`config.mk`:
```
export PLATFORM = sky130hd
export DESIGN_NAME = seq_detect_param_flat
export DESIGN_NICKNAME = d
export VERILOG_FILES = /design/src/rtl/seq_detect_param_if.sv /design/src/rtl/seq_detect_param.sv /design/src/flat_wrapper.sv
export SDC_FILE = /design/constraint.sdc
export NUM_CORES = 1
export LEC_CHECK = 0
export ABC_CLOCK_PERIOD_IN_PS = 3250
export CAP_MARGIN = 10
export CELL_PAD_IN_SITES_DETAIL_PLACEMENT = 0
export CELL_PAD_IN_SITES_GLOBAL_PLACEMENT = 1
export CORE_UTILIZATION = 25
export CTS_CLUSTER_SIZE = 20
export DETAILED_ROUTE_END_ITERATION = 10
export DONT_BUFFER_PORTS = 1
export PLACE_DENSITY_LB_ADDON = 0.15
export SKIP_LAST_GASP = 1
export SLEW_MARGIN = 20
export SYNTH_ARGS = -nofsm -noshare
export SYNTH_HDL_FRONTEND = slang
export SYNTH_SLANG_ARGS = --single-unit
export TNS_END_PERCENT = 100
```
`constraint.sdc`:
```
create_clock -name clk -period 3.25 [get_ports clk]
set_input_delay 0.1625 -clock clk [delete_from_list [all_inputs] [get_ports clk]]
set_output_delay 0.1625 -clock clk [all_outputs]
set_load 0.02 [all_outputs]
```
`src/rtl/seq_detect_param_if.sv`:
```
// Serial detector bus: qualified input stream plus match status outputs.
// With SEQDET_MASK_EN defined the bus also carries the LEN-bit pat_mask.
interface seq_detect_param_if #(
`ifdef SEQDET_MASK_EN
    parameter int unsigned LEN = 3,
`endif
    parameter int unsigned CNT_W = 8
);
    logic             en;
    logic             clr;
    logic             x;
    logic             y;
    logic             armed;
    logic [CNT_W-1:0] match_cnt;
`ifdef SEQDET_MASK_EN
    logic [LEN-1:0]   pat_mask;

    modport master (output en, clr, x, pat_mask, input y, armed, match_cnt);
    modport slave  (input en, clr, x, pat_mask, output y, armed, match_cnt);
`else
    modport master (output en, clr, x, input y, armed, match_cnt);
    modport slave  (input en, clr, x, output y, armed, match_cnt);
`endif
endinterface

```
`src/rtl/seq_detect_param.sv`:
```
// Parametrised Moore serial pattern detector with qualifier, sync clear and
// saturating match counter. Optional per-bit don't-care mask: SEQDET_MASK_EN.
module seq_detect_param #(
    parameter int unsigned    LEN     = 3,
    parameter logic [LEN-1:0] PATTERN = 3'b101,
    parameter bit             OVERLAP = 1'b1,
    parameter int unsigned    CNT_W   = 8
) (
    input  logic clk,
    input  logic rst,
    seq_detect_param_if.slave bus
);
    localparam logic [5:0]       FILL_FULL = 6'(LEN);
    localparam logic [CNT_W-1:0] CNT_MAX   = '1;

    if (LEN < 2 || LEN > 32) begin : g_bad_len
        $error("seq_detect_param: LEN must be 2..32");
    end
    if (CNT_W < 1 || CNT_W > 32) begin : g_bad_cnt_w
        $error("seq_detect_param: CNT_W must be 1..32");
    end

    logic [LEN-1:0]   hist_q, hist_d;
    logic [5:0]       fill_q, fill_d;
    logic [CNT_W-1:0] cnt_q, cnt_d;
    logic [LEN-1:0]   care;
    logic             armed_cur;
    logic             match_cur;
    logic             match_next;

`ifdef SEQDET_MASK_EN
    assign care = bus.pat_mask;
`else
    assign care = '1;
`endif

    // Fill gating keeps the all-zero post-reset history from aliasing PATTERN=0.
    assign armed_cur = (fill_q == FILL_FULL);
    assign match_cur = armed_cur && (((hist_q ^ PATTERN) & care) == '0);

    always_comb begin
        hist_d     = hist_q;
        fill_d     = fill_q;
        cnt_d      = cnt_q;
        match_next = 1'b0;
        if (bus.clr) begin
            hist_d = '0;
            fill_d = '0;
            cnt_d  = '0;
        end else if (bus.en) begin
            hist_d = {hist_q[LEN-2:0], bus.x};
            if (!OVERLAP && match_cur) begin
                fill_d = 6'd1;
            end else if (fill_q != FILL_FULL) begin
                fill_d = fill_q + 6'd1;
            end
            match_next = (fill_d == FILL_FULL) && (((hist_d ^ PATTERN) & care) == '0);
            if (match_next && cnt_q != CNT_MAX) begin
                cnt_d = cnt_q + CNT_W'(1);
            end
        end
    end

    always_ff @(posedge clk or posedge rst) begin
        if (rst) begin
            hist_q <= '0;
            fill_q <= '0;
            cnt_q  <= '0;
        end else begin
            hist_q <= hist_d;
            fill_q <= fill_d;
            cnt_q  <= cnt_d;
        end
    end

    assign bus.y         = match_cur;
    assign bus.armed     = armed_cur;
    assign bus.match_cnt = cnt_q;
endmodule

```
`src/flat_wrapper.sv`:
```
// flat-port wrapper written by rule: the top's interface ports become plain ports
module seq_detect_param_flat 
#(
    parameter int unsigned    LEN     = 3,
    parameter logic [LEN-1:0] PATTERN = 3'b101,
    parameter bit             OVERLAP = 1'b1,
    parameter int unsigned    CNT_W   = 8
)
  (clk, rst, bus_en, bus_clr, bus_x, bus_y, bus_armed, bus_match_cnt);
  seq_detect_param_if #(.CNT_W(CNT_W)) bus_i ();
  input  logic clk;
  input  logic rst;
  input wire logic [$bits(bus_i.en)-1:0] bus_en;
  input wire logic [$bits(bus_i.clr)-1:0] bus_clr;
  input wire logic [$bits(bus_i.x)-1:0] bus_x;
  output wire logic [$bits(bus_i.y)-1:0] bus_y;
  output wire logic [$bits(bus_i.armed)-1:0] bus_armed;
  output wire logic [$bits(bus_i.match_cnt)-1:0] bus_match_cnt;
  assign bus_i.en = bus_en;
  assign bus_i.clr = bus_clr;
  assign bus_i.x = bus_x;
  assign bus_y = bus_i.y;
  assign bus_armed = bus_i.armed;
  assign bus_match_cnt = bus_i.match_cnt;
  seq_detect_param #(.LEN(LEN), .PATTERN(PATTERN), .OVERLAP(OVERLAP), .CNT_W(CNT_W)) u_core (.clk(clk), .rst(rst), .bus(bus_i));
endmodule
```
==> out/qor.yml <==
outcome:
  status: "completed"
routing:
  met1_length_um: 1180
  drtIter0Drc: 88
  ant_nets: 0
  drc: 0
  wl_met3_um: 74
  postRouteWirelength_um: 2300
  drtPass1Iterations: 4
  dr_wl_met2_um: 1020
  vias: 760
  top_layer: "met4"
  viasPerCell: 4.87
  routedWlPerCell_um: 14.7
final_layout:
  area_growth_pct: 8.37
  final_cell_mix: "17 x dfrtp_1, 11 x nor2_1, 9 x nand2_1, 8 x a21oi_1, 5 x nand3_1"
  finish.instance_area_um2: 1070
  fin_util: 0.288
  drive_gt1_frac: 0.0278
  layout_commonest_cell: "dfrtp_1"
  nets: 116
  layout.cells.non_filler: 156
  diodes: 0
synthesis:
  yosys_warnings: 0
  syn_area_um2: 987
  synthCells: 109
  yosys-top-cells-area: "dfrtp_1 43%, nor2_1 4.2%, a21oi_1 4.1%"
  synth_cell_types: 31
  avgSynthCellArea_um2: 9.06
  synth_nets: 116
  ys_seq_elements: 17
  yosysSeqAreaShare: 0.431
  synth_top_area_share: 0.431
  synth_top_cell_by_area: "dfrtp_1"
timing:
  hold_viol: 0
  tns_ns: 0
  worstMarginPinSlew_ns: 0.738
  timing.hold.ws_ns: 0.0762
  finalWorstSetupSlack_ns: 0.580
  max_freq_mhz: 375
  slew_viol_final: 0
  final.min_clock_period_ns: 2.67
  finClkSkew_ns: 0.00499
  setup_violations: 0
  relSlewSlack: 0.507
  rsz0062_at_grt: "no"
  period_share: 0.821
cts:
  ctsHoldBuffers: 2
  clk_pin_slew_ns: 0.07
  clk_latency_ns: 0.25
  cts_tree: "yes"
  cts_inserted_buffers: 3
  post_cts_buffers: 0
  h-tree-depth: 1
  clk_path_buf_depth: 2
  cts_resized: 0
  ctsRootBufferMaster: "clkbuf_8"
  cts_sinks: 17
pwr:
  internal_power_mw: 0.313
  net-switching-power_mw: 0.0974
  pwr-share-comb: 0.072
  power.total_mw: 0.411
  seqPwrFrac: 0.535
  pwr-share-clk: 0.393
  power_density_nw_per_um2: 384
  p_leak_nw: 0.437
  vdd_drop_max_uv: 200
  swShare: 0.237
setup_path:
  crit_top_cell: "a2111o_1"
  worstPathCellList: "ha_1 > and3_1 > a2111o_1 > a2111o_1 > or4_1 > a21oi_1"
  cp.arrival_ns: 2.84
  crit_slowest_cell: "or4_1"
  start_kind: "flip-flop"
  critPathKind: "flip-flop to flip-flop"
  required_ns: 3.42
  crit_path_end_kind: "flip-flop"
  cp_max_fo: 12
  slowest_delay_ns: 0.51
place:
  dpl.hpwl_um: 1620
  dpl_worst_slack_ns: 0.608
  gp_congestion: 0.686
  io_buffer_count: 0
  post-place-cells: 150
  place_area_um2: 1000
grt:
  grt_pass1_vias: 772
  grt_first_pass_wirelength_um: 3880
  gr-total-overflow: 0
  grt_use_total: 0.124
  antenna_found_initial: 0
  grt_max_degree: 18
floorplan:
  rows: 22
  io_pins: 15
  die_y_um: 64.8
  core_area_um2: 3720
  dieArea_um2: 4200
  start_util: 0.266
  die_w_um: 64.8
min_path:
  min_path_type: "input port to flip-flop"
flow_run:
  drv_cap: 0
area by class of cell:
class                           count  area, um^2
Tap cell                           48        60.1
Fill cell                         417        2650
Clock buffer                        4        45.0
Timing Repair Buffer                2        20.0
Multi-Input combinational cell     81         504
Inverter                            4        15.0
Sequential cell                    17         425
final timing paths:
kind,startpoint,endpoint,slack (ns),depth (start not counted)
worst max-delay path,u_core.bus.match_cnt[0]$_DFFE_PP0P_,u_core.bus.match_cnt[5]$_DFFE_PP0P_,0.58,6
worst min-delay path,bus_en,u_core.hist_q[2]$_DFFE_PP0P_,0.08,2
worst max register to register,u_core.bus.match_cnt[0]$_DFFE_PP0P_,u_core.bus.match_cnt[5]$_DFFE_PP0P_,0.58,6
worst min register to register,u_core.hist_q[2]$_DFFE_PP0P_,u_core.hist_q[2]$_DFFE_PP0P_,0.53,2
max in group asynchronous,rst,u_core.bus.match_cnt[4]$_DFFE_PP0P_,2.31,2
min in group asynchronous,rst,u_core.hist_q[2]$_DFFE_PP0P_,0.47,2
layer usage:
metal  up-vias  global-route usage
met2        10               0.186
met1       366               0.158
met3         2              0.0423
met5         -                   0
met4         0              0.0528
li1        382                   -
power groups by stage:
stage	registers [mW]	clock network, mW	logic [mW]
2_1_floorplan	0.223	0	0.0242
3_3_place_gp	0.224	0	0.0247
3_5_place_dp	0.224	0	0.0250
4_1_cts	0.220	0.169	0.0305
5_1_grt	0.221	0.175	0.0337
6_report	0.220	0.161	0.0296
registers in the layout (all words and copies together) (netlist names):
register / count
u_core.bus.match_cnt: 8
u_core.hist_q: 3
u_core.fill_q: 6
cells in the mapped netlist:
| master | n |
|---|---|
| a21oi_1 | 8 |
| ha_1 | 2 |
| nor3_1 | 4 |
| and2_1 | 1 |
| a311oi_1 | 1 |
| or3_1 | 4 |
| or4b_1 | 1 |
| clkbuf_2 | 1 |
| clkbuf_1 | 4 |
| buf_6 | 2 |
| nand3_1 | 5 |
| inv_1 | 4 |
| nand2_1 | 9 |
| mux2i_1 | 4 |
| and3_1 | 3 |
| xor2_1 | 3 |
| o21ai_0 | 4 |
| nor2_1 | 11 |
| dfrtp_1 | 17 |
| nor2b_1 | 4 |
| a2111oi_1 | 1 |
| and4_1 | 1 |
| nand4_1 | 3 |
| nor4b_1 | 1 |
| xnor2_1 | 2 |
| a2111o_1 | 2 |
| nand2b_1 | 2 |
| mux2_1 | 1 |
| or4_1 | 2 |
| a31oi_1 | 1 |
| o31ai_1 | 1 |
cells by family after synthesis:
group | share of synthesized area
adders and majority gates | 0.0253
DFF | 0.431
AOI/OAI and AO/OA | 0.117
and+or+nand+nor | 0.272
buffers and inverters | 0.0583
muxes | 0.0520
xor gates and xnor gates | 0.0444
critical path, delay by kind of cell, from the launching register on:
kind                     cells  cell delay [ns]
flip-flops                   1             0.50
AND/OR/NAND/NOR              2             0.71
adder cells (fa/ha/maj)      1             0.31
AO/OA/AOI/OAI                3             1.08
Power figures use the tool's default switching activity.
